**src/rtl/controller_responder_if.sv**
```systemverilog
// Pad-side signal bundle for the Genesis-style gamepad emulator.
// The master is the host/harness side. The slave is the emulated pad.
interface controller_responder_if;
  logic        controller_select;
  logic [11:0] buttons;
  logic [5:0]  controller_pins;
  logic        frame_start;
  logic [2:0]  pulse_count;

  modport master (
    output controller_select,
    output buttons,
    input  controller_pins,
    input  frame_start,
    input  pulse_count
  );

  modport slave (
    input  controller_select,
    input  buttons,
    output controller_pins,
    output frame_start,
    output pulse_count
  );
endinterface

```
**src/rtl/controller_responder.sv**
```systemverilog
// Emulated 6-button Genesis pad: counts host select falls per frame and drives
// the multiplexed, active-low button group for the current phase.
module controller_responder #(
  parameter int unsigned TIMEOUT_CYCLES = 4000,
  parameter bit          SIX_BUTTON     = 1'b1,
  parameter int unsigned TIMER_WIDTH    = 16
) (
  input logic             clock,
  input logic             reset,
  controller_responder_if.slave pad
);

  typedef enum logic [2:0] {
    CNT_IDLE = 3'd0,
    CNT_1    = 3'd1,
    CNT_2    = 3'd2,
    CNT_3    = 3'd3,
    CNT_4    = 3'd4
  } cnt_e;

  typedef struct packed {
    logic up, down, left, right, a, b, c, x, y, z, start, mode;
  } btn_t;

  localparam logic [TIMER_WIDTH-1:0] TIMER_LAST = TIMER_WIDTH'(TIMEOUT_CYCLES - 1);

  logic [1:0]             sync_q, sync_d;
  logic                   prev_q, prev_d;
  cnt_e                   cnt_q, cnt_d;
  logic [TIMER_WIDTH-1:0] timer_q, timer_d;
  btn_t                   snap_q, snap_d;
  logic [5:0]             pins_q, pins_d;
  logic                   fs_q, fs_d;

  logic sel_s, fall, rise;
  btn_t btn;
  logic six_id, six_ext;

  always_ff @(posedge clock or posedge reset) begin
    if (reset) begin
      sync_q  <= 2'b11;
      prev_q  <= 1'b1;
      cnt_q   <= CNT_IDLE;
      timer_q <= '0;
      snap_q  <= '0;
      pins_q  <= '1;
      fs_q    <= 1'b0;
    end else begin
      sync_q  <= sync_d;
      prev_q  <= prev_d;
      cnt_q   <= cnt_d;
      timer_q <= timer_d;
      snap_q  <= snap_d;
      pins_q  <= pins_d;
      fs_q    <= fs_d;
    end
  end

  always_comb begin
    sync_d  = {sync_q[0], pad.controller_select};
    sel_s   = sync_q[1];
    prev_d  = sel_s;
    fall    = prev_q & ~sel_s;
    rise    = ~prev_q & sel_s;
    cnt_d   = cnt_q;
    timer_d = timer_q;
    snap_d  = snap_q;
    fs_d    = 1'b0;

    // An edge clears the timer and takes priority over a same-cycle timeout.
    if (fall || rise) begin
      timer_d = '0;
    end else if (timer_q == TIMER_LAST) begin
      cnt_d = CNT_IDLE;
    end else begin
      timer_d = timer_q + 1'b1;
    end

    if (fall) begin
      case (cnt_q)
        CNT_1:   cnt_d = CNT_2;
        CNT_2:   cnt_d = CNT_3;
        CNT_3:   cnt_d = CNT_4;
        default: begin
          cnt_d  = CNT_1;
          snap_d = btn_t'(pad.buttons);
          fs_d   = 1'b1;
        end
      endcase
    end
  end

  // Pins are registered from next-state count so the phase change and the data land together.
  always_comb begin
    btn     = (cnt_d == CNT_IDLE) ? btn_t'(pad.buttons) : snap_d;
    six_id  = SIX_BUTTON && (cnt_d == CNT_3);
    six_ext = SIX_BUTTON && (cnt_d == CNT_4);
    pins_d  = '1;
    if (sel_s) begin
      if (six_id) begin
        pins_d = ~{btn.z, btn.b, btn.y, btn.x, btn.mode, btn.c};
      end else begin
        pins_d = ~{btn.up, btn.b, btn.down, btn.left, btn.right, btn.c};
      end
    end else begin
      if (six_id) begin
        pins_d = {1'b0, ~btn.a, 3'b000, ~btn.start};
      end else if (six_ext) begin
        pins_d = {1'b1, ~btn.a, 3'b111, ~btn.start};
      end else begin
        pins_d = {~btn.up, ~btn.a, ~btn.down, 2'b00, ~btn.start};
      end
    end
  end

  assign pad.controller_pins = pins_q;
  assign pad.frame_start     = fs_q;
  assign pad.pulse_count     = cnt_q;

endmodule

```
**src/flat_wrapper.sv**
```systemverilog
// flat-port wrapper written by rule: the top's interface ports become plain ports
module controller_responder_flat 
#(
  parameter int unsigned TIMEOUT_CYCLES = 4000,
  parameter bit          SIX_BUTTON     = 1'b1,
  parameter int unsigned TIMER_WIDTH    = 16
)
  (clock, reset, pad_controller_select, pad_buttons, pad_controller_pins, pad_frame_start, pad_pulse_count);
  controller_responder_if pad_i ();
  input logic clock;
  input logic reset;
  input wire logic [$bits(pad_i.controller_select)-1:0] pad_controller_select;
  input wire logic [$bits(pad_i.buttons)-1:0] pad_buttons;
  output wire logic [$bits(pad_i.controller_pins)-1:0] pad_controller_pins;
  output wire logic [$bits(pad_i.frame_start)-1:0] pad_frame_start;
  output wire logic [$bits(pad_i.pulse_count)-1:0] pad_pulse_count;
  assign pad_i.controller_select = pad_controller_select;
  assign pad_i.buttons = pad_buttons;
  assign pad_controller_pins = pad_i.controller_pins;
  assign pad_frame_start = pad_i.frame_start;
  assign pad_pulse_count = pad_i.pulse_count;
  controller_responder #(.TIMEOUT_CYCLES(TIMEOUT_CYCLES), .SIX_BUTTON(SIX_BUTTON), .TIMER_WIDTH(TIMER_WIDTH)) u_core (.clock(clock), .reset(reset), .pad(pad_i));
endmodule
```
**config.mk**
```make
export PLATFORM = sky130hd
export DESIGN_NAME = controller_responder_flat
export DESIGN_NICKNAME = d
export VERILOG_FILES = /design/src/rtl/controller_responder_if.sv /design/src/rtl/controller_responder.sv /design/src/flat_wrapper.sv
export SDC_FILE = /design/constraint.sdc
export NUM_CORES = 1
export LEC_CHECK = 0
export BUFFER_PORTS_ARGS = -buffer_cell sky130_fd_sc_hd__buf_4
export CELL_PAD_IN_SITES_DETAIL_PLACEMENT = 1
export CELL_PAD_IN_SITES_GLOBAL_PLACEMENT = 1
export CORE_ASPECT_RATIO = 1.1
export CORE_MARGIN = 5
export CORE_UTILIZATION = 45
export CTS_CLUSTER_DIAMETER = 200
export DETAILED_ROUTE_END_ITERATION = 12
export HOLD_SLACK_MARGIN = 0.05
export PLACE_DENSITY = 0.84
export SLEW_MARGIN = 0
export SYNTH_ARGS = -nofsm -noshare
export SYNTH_HDL_FRONTEND = slang
export SYNTH_SLANG_ARGS = --single-unit
```
**constraint.sdc**
```tcl
create_clock -name clock -period 4.1 [get_ports clock]
set_input_delay 0.205 -clock clock [delete_from_list [all_inputs] [get_ports clock]]
set_output_delay 0.205 -clock clock [all_outputs]
set_load 0.05 [all_outputs]
```
* After elaboration in Yosys (flattened, before gate mapping)
Cells that the tools add are included.
Word-level totals: bits in registers 41, input port bits 15, output and inout bits 10, word-level logic and storage cells 54
Cells by class: add/subtract/negate cells 1, equal/unequal tests 7, mux-type cells 15, bitwise logic cells 10, reduce and logical (&&, ||, !) cells 3
Operators by type and width (number):
- $mux 12 | 3
- $mux 16 | 2
- $mux 6 | 4
- $add 16x1->16 const B | 1
- $eq 16x12->1 const B | 1
- $not 6->6 | 2
- $eq 3x2->1 const B | 3
- $mux 3 | 3
- $pmux 3 s3 | 1
- $not 1->1 | 6
- $eq 3x1->1 const B | 1
- $eq 3x3->1 const B | 1
- $logic_not 3->1 | 1
- $reduce_or 3->1 | 1
- $and 1x1->1 | 2
- $mux 1 | 2
- $ne 2x1->1 const B | 1
- $logic_or 1x1->1 | 1

* Longest topological paths before layout
word-level depth 11, mapped depth 8, mapped depth without buffers 7

* Least setup slack after synthesis
No wires, ideal clock.
path type register to register, start register u_core.cnt_q[1] (netlist: u_core.pad.pulse_count[1]), end register u_core.pins_q[4] (netlist: u_core.pad.controller_pins[4]), setup time 0.060 ns, arrival time 2.334 ns, required time 4.040 ns, slack 1.707 ns, stages on the path, launching flop included 8, path buffers 2, period minus slack after synthesis 2.393 ns, cells stage by stage dfrtp_1 buf_2 nor2_2 o21ai_1 buf_2 mux2_2 mux4_2 inv_1
RTL lines:
- start: declaration | line controller_responder.sv:29 | cnt_e cnt_q, cnt_d;
- start signal: assignment | line controller_responder.sv:51 | cnt_q <= cnt_d;
- end signal: assignment | line controller_responder.sv:54 | pins_q <= pins_d;
- end: declaration | line controller_responder.sv:32 | logic [5:0] pins_q, pins_d;

* Final worst setup path
start register u_core.sync_q[1], end register u_core.pins_q[0] (netlist: u_core.pad.controller_pins[0])
Between the ends: word-level cells in the longest chain between the ends 11, elaborated cells between the ends (all ways) 17, classes of those cells eq/ne (1); mux (8); bitwise (6); reduce/logical (2)
RTL lines:
- start: declaration | line controller_responder.sv:27 | logic [1:0] sync_q, sync_d;
- start signal: assignment | line controller_responder.sv:49 | sync_q <= sync_d;
- $not 1->1 | line controller_responder.sv:63 | fall = prev_q & ~sel_s;
- $and 1x1->1 | line controller_responder.sv:63
- $logic_or 1x1->1 | line controller_responder.sv:71 | if (fall || rise) begin
- $mux 3 | line controller_responder.sv:71
- $mux 3 | line controller_responder.sv:79 | if (fall) begin
- $logic_not 3->1 | line controller_responder.sv:95 | btn = (cnt_d == CNT_IDLE) ? btn_t'(pad.buttons) : snap_d;
- $mux 12 | line controller_responder.sv:95
- $not 1->1 | line controller_responder.sv:107, controller_responder.sv:109, controller_responder.sv:111
- $mux 6 | line controller_responder.sv:108 | end else if (six_ext) begin
- $mux 6 | line controller_responder.sv:106 | if (six_id) begin
- $mux 6 (*) | line controller_responder.sv:99 | if (sel_s) begin
- via u_core.pins_d[0] | line controller_responder.sv:32
Mark *: on every way through the listed nets, which the timed path passes. The rest lies on a longest branch. A chain may end at the register's enable or synchronous reset.

==> flow_metrics.py <==
metrics = {
    "critical_path": {
        "cp_cell_sequence": "inv_1 -> ha_1 -> nand4_1 -> or4_4 -> a21oi_4 -> mux4_2 -> inv_1",
        "critPathLaunchType": "flop",
        "crit_start": "u_core.sync_q[1]",
        "worstPathArrival_ps": 3060,
        "end_kind": "flop",
        "r2r-end": "u_core.pad.controller_pins[0]",
        "path_delay_family": "simple AND/OR/NAND/NOR gates",
        "rrSetupSlack_ps": 1280,
        "path_class": "reg -> reg",
        "crit_required_ps": 4340,
        "ff2ff_path_depth": 7,
        "slowest_stage": "ha_1",
        "crit_top_cell": "inv_1",
        "critPathMaxStageDelay_ps": 690,
        "path_buf_inv": 2,
        "worstPathMaxFanout": 22,
        "reg2reg_from": "u_core.sync_q[1]",
        "crit_cells": 7,
    },
    "sta": {
        "min_period_over_period": 0.687,
        "drv_slew": 0,
        "fin_ws_ps": 1280,
        "setup_viol": 0,
        "min_period_ps": 2820,
        "rsz0062_at_grt": "false",
        "skew_ps": 3.14,
        "max-slew-margin-rel": 0.344,
        "tightest_slew_ps": 978,
        "setup_tns_ps": 0,
        "hold_viol": 0,
        "fmax_mhz": 355,
    },
    "finish": {
        "area_growth_pct": 16.2,
        "utilization": 0.545,
        "fin_nets": 254,
        "final_cell_area_um2": 2570,
        "drive_gt1_frac": 0.261,
        "diodes": 0,
    },
    "drt": {
        "wl_um": 5460,
        "remaining_drc_errors": 0,
        "vias": 1762,
        "vias_per_cell": 5.99,
        "ant_nets": 0,
        "wl_per_cell_um": 18.6,
        "drt-initial-drc-count": 87,
        "dr.pass1.iters": 4,
    },
    "yosys": {
        "ys_types": 49,
        "syn_area_um2": 2210,
        "syn_inst": 212,
        "yosysWarnings": 0,
        "ys_seq_area_frac": 0.469,
        "async_reset_ff_frac": 1.00,
        "synth-seq-cells": 41,
        "synth_nets": 229,
        "synth_enable_flop_cells": 0,
        "synth_ff_type": "dfrtp_1",
        "syn_area_per_cell_um2": 10.4,
    },
    "power": {
        "powerDensity_nw_per_um2": 611,
        "comb_power_share": 0.383,
        "switching_share": 0.376,
        "seqPwrFrac": 0.403,
        "fin_total_pwr_w": 0.00157,
        "peakVddDrop_mv": 0.200,
        "p_leak_nw": 1.13,
        "switchingPower_w": 0.000590,
        "pwr-share-clk": 0.214,
        "p_int_w": 0.000981,
    },
    "placed_design": {
        "dp_hpwl_um": 3890,
        "place_area_um2": 2440,
        "routabilityCongestion": 0.833,
        "io_buffers": 24,
        "post-place-ws_ps": 1300,
    },
    "global_routing": {
        "grt_max_degree": 42,
        "grt_usage": 0.181,
        "grtUsageMet2": 0.322,
        "grt_pass1_wl_um": 9360,
        "antenna_found_initial": 0,
        "busiest_layer": "met2",
        "first_global_vias": 1883,
        "grtUsageMet3": 0.0421,
        "grt_overflow": 0,
        "grtUsageMet1": 0.207,
    },
    "floorplan": {
        "num_io_pins": 25,
        "core_um2": 4720,
        "initial_utilization": 0.469,
        "die-area_um2": 6420,
        "die_x_um": 76.9,
        "num_rows": 26,
        "die_h_um": 83.5,
    },
    "job": {
        "cap_viol_max_count": 0,
    },
    "clocking": {
        "cts_root_buffer": "clkbuf_8",
        "numCtsBuffers": 5,
        "clk_pin_slew_ps": 80,
        "clockBufferDepth": 2,
        "worstSkewPairLatency_ps": 300,
        "clkSinkCount": 41,
        "cts_setup_buffers": 0,
        "cts.htree.levels": 2,
        "tritoncts": "built",
    },
    "hold_path": {
        "min_path_type": "in -> async",
    },
    "status": {
        "status": "finished, final reports clean",
    },
}
-- worst max-delay path by stage --
| stage | endpoint | slack [ps] |
|---|---|---|
| 3_5_place_dp | u_core.pad.controller_pins[0] | 1300 |
| 4_1_cts | u_core.pad.controller_pins[0] | 1260 |
| 2_1_floorplan | u_core.pad.controller_pins[4] | 1710 |
| 6_report | u_core.pad.controller_pins[0] | 1280 |
| 3_3_place_gp | u_core.pad.controller_pins[4] | 1420 |
| 5_1_grt | u_core.pad.controller_pins[0] | 1100 |
-- kinds of logic (layout without fill, tap and decap cells) --
family                     after synthesis  after routing  synth area share
muxes                                   16             16            0.0894
and+or+nand+nor                         77             77             0.209
DFF                                     41             41             0.469
buffers and inverters                   21             47            0.0368
adders and majority gates                2              2            0.0113
xor gates and xnor gates                11             11            0.0436
AOI/OAI and AO/OA                       44             44             0.141
-- metal layers --
| layer | share of wire | vias to the layer above | wire (µm) |
|---|---|---|---|
| li1 | - | 820 | - |
| met3 | 0.039 | 12 | 214 |
| met4 | 0.022 | 0 | 119 |
| met2 | 0.53 | 35 | 2910 |
| met5 | 0 | - | 0 |
| met1 | 0.41 | 895 | 2210 |
-- placed cells by master, fill, tap and decap left out, types with 5 or more instances in the layout --
master    count
clkbuf_8      6
nand2_1      16
nor2_1        7
buf_4        27
mux2_2       10
o21ai_0      10
dfstp_2       9
nand3_1       5
nand4_1       7
and2_1       10
dfrtp_1      32
and3_1        5
inv_1        11
xnor2_1       7
-- final cells by class --
type | count | area (µm²)
Timing Repair Buffer | 28 | 213
Clock inverter | 1 | 30.0
Inverter | 11 | 41.3
Sequential cell | 41 | 1040
Multi-Input combinational cell | 150 | 1090
Clock buffer | 7 | 86.3
Tap cell | 56 | 70.1
Fill cell | 536 | 2150
-- power by group through the flow --
stage | Sequential, W | Clock [W] | Combinational, W
CTS | 0.000632 | 0.000347 | 0.000608
detailed placement | 0.000640 | 0 | 0.000606
finish | 0.000633 | 0.000336 | 0.000602
global placement | 0.000634 | 0 | 0.000585
global route | 0.000648 | 0.000369 | 0.000653
floorplan | 0.000731 | 0 | 0.000336
-- worst register-to-register path, cell delays in order (launching register included) --
cell	delay, ps
dfstp_2	630
inv_1	130
ha_1	690
nand4_1	220
or4_4	500
a21oi_4	220
mux4_2	320
inv_1	70
-- registers in the layout, summed over array words and instances (netlist names) --
signal	count
u_core.timer_q	16
u_core.pad.pulse_count	3
u_core.pad.controller_pins	6
u_core.sync_q	2
u_core.prev_q	1
u_core.snap_q	12
u_core.pad.frame_start	1
-- what timing repair did --
item                       CTS  global route
hold endpoints to repair     1             0
setup endpoints to repair    0             0
resized for setup            0             0
hold buffers                 1             0
-- cell usage after synthesis, drive strengths merged, types with 2 or more instances --
master | count | area (µm²)
o21ai | 12 | 60.1
or4 | 2 | 22.5
nand2 | 16 | 60.1
nand3 | 5 | 25.0
nor3 | 3 | 20.0
mux2 | 10 | 113
a21o | 2 | 15.0
inv | 11 | 41.3
and2 | 10 | 62.6
dfrtp | 32 | 801
nand4 | 7 | 43.8
a21oi | 5 | 36.3
nor2 | 8 | 32.5
a211oi | 3 | 22.5
o211ai | 3 | 22.5
and3 | 5 | 31.3
and3b | 2 | 17.5
nand2b | 3 | 18.8
mux2i | 4 | 40.0
or3 | 4 | 25.0
xor2 | 4 | 35.0
ha | 2 | 25.0
nor3b | 3 | 22.5
a22oi | 3 | 27.5
buf | 3 | 13.8
clkbuf | 7 | 26.3
nand4b | 3 | 26.3
nor2b | 2 | 12.5
a21boi | 4 | 30.0
a32oi | 2 | 17.5
xnor2 | 7 | 61.3
a311oi | 2 | 17.5
a31oi | 3 | 18.8
mux4 | 2 | 45.0
dfstp | 9 | 236
o221ai | 2 | 17.5
-- through the flow --
step	hold slack (ps)	std cells
2_1_floorplan	209	212
4_1_cts	51.2	294
6_report	38.7	294
3_5_place_dp	316	285
3_3_place_gp	315	285
5_1_grt	90.4	294
Power figures use the tool's default switching activity.
